===== src/rtl/hello_world_led.sv =====
// Power-on RGB LED sequencer: a prescaler tick steps a seven-colour FSM,
// and a 16-step PWM gate dims the registered LED pins.
module hello_world_led #(
  parameter int TICK_DIV   = 24000,
  parameter int HOLD_TICKS = 1,
  parameter int PWM_DUTY   = 16,
  parameter bit ACTIVE_LOW = 1'b1
) (
  input  logic clk,
  input  logic rst_n,
  output logic led_r,
  output logic led_g,
  output logic led_b
);

  localparam int PW = (TICK_DIV > 1) ? $clog2(TICK_DIV) : 1;
  localparam int HW = (HOLD_TICKS > 0) ? $clog2(HOLD_TICKS + 1) : 1;

  localparam logic [PW-1:0] PRE_LAST  = PW'(TICK_DIV - 1);
  localparam logic [HW-1:0] HOLD_LAST = HW'(HOLD_TICKS - 1);
  // Five bits so that a duty of 16 keeps the LEDs permanently on
  localparam logic [4:0]    DUTY      = 5'(PWM_DUTY);

  localparam logic [2:0] S_RED     = 3'd0;
  localparam logic [2:0] S_GREEN   = 3'd1;
  localparam logic [2:0] S_BLUE    = 3'd2;
  localparam logic [2:0] S_YELLOW  = 3'd3;
  localparam logic [2:0] S_CYAN    = 3'd4;
  localparam logic [2:0] S_MAGENTA = 3'd5;
  localparam logic [2:0] S_WHITE   = 3'd6;

  logic [PW-1:0] prescaler;
  logic [HW-1:0] hold_cnt;
  logic [3:0]    pwm_cnt;
  logic [2:0]    state;
  logic [2:0]    state_next;
  logic [2:0]    colour;
  logic          tick;
  logic          advance;
  logic          pwm_on;

  always_comb begin
    tick    = (prescaler == PRE_LAST);
    advance = tick && (hold_cnt == HOLD_LAST);
    pwm_on  = ({1'b0, pwm_cnt} < DUTY);
  end

  // Colour bits are {r,g,b}, logically on
  always_comb begin
    colour = 3'b100;
    case (state)
      S_RED:     colour = 3'b100;
      S_GREEN:   colour = 3'b010;
      S_BLUE:    colour = 3'b001;
      S_YELLOW:  colour = 3'b110;
      S_CYAN:    colour = 3'b011;
      S_MAGENTA: colour = 3'b101;
      S_WHITE:   colour = 3'b111;
      default:   colour = 3'b100;
    endcase
  end

  always_comb begin
    state_next = S_RED;
    case (state)
      S_RED:     state_next = S_GREEN;
      S_GREEN:   state_next = S_BLUE;
      S_BLUE:    state_next = S_YELLOW;
      S_YELLOW:  state_next = S_CYAN;
      S_CYAN:    state_next = S_MAGENTA;
      S_MAGENTA: state_next = S_WHITE;
      S_WHITE:   state_next = S_RED;
      default:   state_next = S_RED;
    endcase
  end

  always_ff @(posedge clk) begin
    if (!rst_n) begin
      prescaler <= '0;
      hold_cnt  <= '0;
      pwm_cnt   <= '0;
      state     <= S_RED;
      {led_r, led_g, led_b} <= {3{ACTIVE_LOW}};
    end else begin
      prescaler <= tick ? '0 : prescaler + PW'(1);
      pwm_cnt   <= pwm_cnt + 4'd1;
      if (tick) begin
        hold_cnt <= advance ? '0 : hold_cnt + HW'(1);
      end
      if (advance) begin
        state <= state_next;
      end
      // Pins reflect the state and PWM phase present before this edge
      {led_r, led_g, led_b} <= (colour & {3{pwm_on}}) ^ {3{ACTIVE_LOW}};
    end
  end

endmodule


===== config.mk =====
export PLATFORM = sky130hd
export DESIGN_NAME = hello_world_led
export DESIGN_NICKNAME = d
export VERILOG_FILES = /design/src/rtl/hello_world_led.sv
export SDC_FILE = /design/constraint.sdc
export NUM_CORES = 1
export LEC_CHECK = 0
export ABC_CLOCK_PERIOD_IN_PS = 1550
export BUFFER_PORTS_ARGS = -buffer_cell sky130_fd_sc_hd__buf_4
export CAP_MARGIN = 10
export CELL_PAD_IN_SITES_DETAIL_PLACEMENT = 0
export CELL_PAD_IN_SITES_GLOBAL_PLACEMENT = 1
export CORE_ASPECT_RATIO = 0.6
export CORE_MARGIN = 8
export CORE_UTILIZATION = 41
export CTS_BUF_LIST = sky130_fd_sc_hd__clkbuf_16
export DETAILED_ROUTE_END_ITERATION = 10
export HOLD_SLACK_MARGIN = 0.03
export MAX_ROUTING_LAYER = met4
export PLACE_DENSITY = 0.83
export SYNTH_ARGS = -nofsm -noshare
export SYNTH_HDL_FRONTEND = slang
export SYNTH_SLANG_ARGS = --single-unit

===== constraint.sdc =====
create_clock -name clk -period 1.55 [get_ports clk]
set_input_delay 0 -clock clk [delete_from_list [all_inputs] [get_ports clk]]
set_output_delay 0 -clock clk [all_outputs]
set_load 0.02 [all_outputs]

==> impl_metrics.py <==
metrics = {
    "run_status": {
        "status": "finished clean",
    },
    "global_route": {
        "track_usage_pct": 10.92,
        "antenna_found_initial": 0,
        "grt_max_degree": 13,
        "grt_pass1_vias": 766,
        "grt_overflow": 0,
        "grt_pass1_wl_um": 3539,
    },
    "logic_synthesis": {
        "ys_ff_latch": 22,
        "synth_area_leaders": "dfxtp_1 (43%), xor2_1 (10%), nor2_1 (6.3%), clkbuf_8 (4.1%), nand4_1 (3.7%)",
        "synthCells": 105,
        "synth_top_area_share_pct": 43.30,
        "ys_seq_area_share_pct": 43.30,
        "synth_top_flop_cell": "dfxtp_1",
        "syn-mean-instance-area_sq_um": 9.688,
        "synth_edf_count": 0,
        "ys_types": 28,
        "yosys_warnings": 0,
        "syn_area_sq_um": 1017,
        "async_flop_share_pct": 0,
        "yosysTopAreaCell": "dfxtp_1",
        "synth_nets": 108,
    },
    "floorplan": {
        "ios": 5,
        "rows": 14,
        "die_w_um": 80.31,
        "initial_core_util_pct": 41.78,
        "dieArea_sq_um": 4383,
        "coreArea_sq_um": 2435,
        "die_y_um": 54.58,
    },
    "setup_path": {
        "endpoint_kind": "flip-flop",
        "cp-startpoint": "hold_cnt",
        "cp-start-kind": "flip-flop",
        "cp_max_fo": 5,
        "setup.worst_path.class": "reg2reg",
        "arrival_ns": 1.69,
        "regToRegStartpoint": "hold_cnt",
        "cp.required_ns": 1.69,
    },
    "timing": {
        "worst_pin_slew_ns": 0.3506,
        "finalMaxSlewViolations": 0,
        "holdWs_ns": 0.4254,
        "grt_setup_unrepaired": "true",
        "slew_headroom_pct": 76.45,
        "fin_skew_ns": 0.001768,
        "post-route-period-util_pct": 99.81,
        "fin_ws_ns": 0.002872,
        "layout_min_cycle_time_ns": 1.547,
        "finalHoldViolCount": 0,
        "setup_viol": 0,
        "setup_tns_ns": 0,
        "max_freq_mhz": 646.4,
    },
    "detailed_routing": {
        "remaining_drc_errors": 0,
        "via_count": 753,
        "drtPass1Iterations": 4,
        "ant_nets": 0,
        "dr.first_iter.drc_count": 54,
        "wl_per_cell_um": 12.85,
        "routed_wl_um": 1940,
        "avgViaCountPerCell": 4.987,
    },
    "clock_tree": {
        "clk_pin_slew_ns": 0.05,
        "cts_made_buffers": 3,
        "insertion_delay_ns": 0.25,
        "tritoncts": "done",
        "clock-sinks": 22,
        "cts-root-buf": "clkbuf_16",
        "clockBufferDepth": 2,
        "htreeDepth": 1,
    },
    "min_path": {
        "hold_class": "reg2reg",
        "holdCritStartpoint": "hold_cnt",
    },
    "placement": {
        "place_area_sq_um": 1119,
        "numPortBuffers": 4,
        "place_ws_ns": -0.1123,
        "dp_cells": 146,
        "place.gp.congestion": 0.7694,
        "dpl.hpwl_um": 1405,
    },
    "layout": {
        "fin_nets": 124,
        "insertedDiodeCount": 0,
        "layout_common_cells": "nor2_1 (17), dfxtp_1 (16), buf_4 (15)",
        "finalCoreUtilization_pct": 50.41,
        "fillers": 224,
        "layout-drive-gt1-share_pct": 25.21,
        "mostFrequentLayoutCell": "nor2_1",
        "regArea_sq_um": 447.9,
        "multi_input_area_sq_um": 514.2,
        "fin_cells": 151,
        "area_delta_synth_final_pct": 20.66,
        "stdcell_area_sq_um": 1227,
    },
    "flow_run": {
        "maxCapViolations": 0,
    },
    "pwr": {
        "p_leak_nw": 0.4856,
        "finalPower_mw": 1.167,
        "ir_worst_vdd_uv": 557.4,
        "pwr_density_cell_nw_per_um2": 950.7,
    },
}
[sequential cells by signal, indices dropped and copies added, names as in the netlist]
| name | cells |
|---|---|
| led_r | 1 |
| led_g | 1 |
| hold_cnt | 1 |
| led_b | 1 |
| prescaler | 15 |
| state | 3 |
[worst paths after layout]
check / endpoint / slack [ns] / depth (start not counted)
max: state[2] / 0.003 / 4
min reg2reg: hold_cnt / 0.43 / 2
max reg2reg: state[2] / 0.003 / 4
min: hold_cnt / 0.43 / 2
[worst max-delay path, stage by stage, from the launching register on]
cell and delay, ns:
dfxtp_1 0.31, or4b_4 0.54, nor4_4 0.27, a21oi_1 0.11, a41o_1 0.21
[layer usage]
layer | part of all wire (%) | wire (um) | GRT usage [%] | up-vias
met5 | 0 | 0 | - | -
met4 | 0.98 | 19 | 3.593 | 0
met1 | 50 | 973 | 13.30 | 351
met2 | 44 | 855 | 16.82 | 10
met3 | 4.7 | 91 | 3.607 | 2
li1 | - | - | - | 390
[report_power, final]
| part | total, mW | internal, mW | switching [mW] |
|---|---|---|---|
| Clock | 0.528 | 0.340 | 0.188 |
| Sequential | 0.582 | 0.575 | 0.00685 |
| Combinational | 0.0573 | 0.0284 | 0.0289 |
| Total | 1.17 | 0.943 | 0.224 |
[Yosys cell counts (2+ instances only)]
master,instances
clkbuf_8,3
and4_1,2
nand2_1,7
xnor2_1,3
dfxtp_1,22
buf_4,2
nor2_1,17
and2_1,2
o21ai_0,2
nor2b_1,2
nand3_1,6
a21oi_1,3
inv_1,2
xor2_1,12
o211ai_1,2
nand4_1,6
[cell type report]
| class | instances | area share, % |
|---|---|---|
| clock buffers | 3 | 6.116 |
| inverters | 2 | 0.6116 |
| multi-input cells | 75 | 41.90 |
| flip-flops and latches | 22 | 36.49 |
| well taps | 32 | 3.262 |
| repair buffers | 17 | 11.62 |
[kinds of logic (layout without fill, tap and decap cells)]
kind of cell / Yosys count / in the layout / share of synthesized area, %
DFF: 22 / 22 / 43.30
AOI/OAI and AO/OA: 9 / 9 / 7.010
xor gates and xnor gates: 15 / 15 / 12.92
and+or+nand+nor: 49 / 49 / 27.18
adders and majority gates: 1 / 1 / 1.230
muxes: 1 / 1 / 0.9840
buffers and inverters: 8 / 22 / 7.380
[what timing repair did]
item / CTS / global route
endpoints found under the hold margin: 3 / 0
hold buffers: 1 / 0
gates resized for setup: 3 / 2
pin swaps: 1 / 1
buffers inserted: 1 / 0
endpoints found under the setup margin: 3 / 16
No activity file was read; power rests on OpenSTA's default activity.
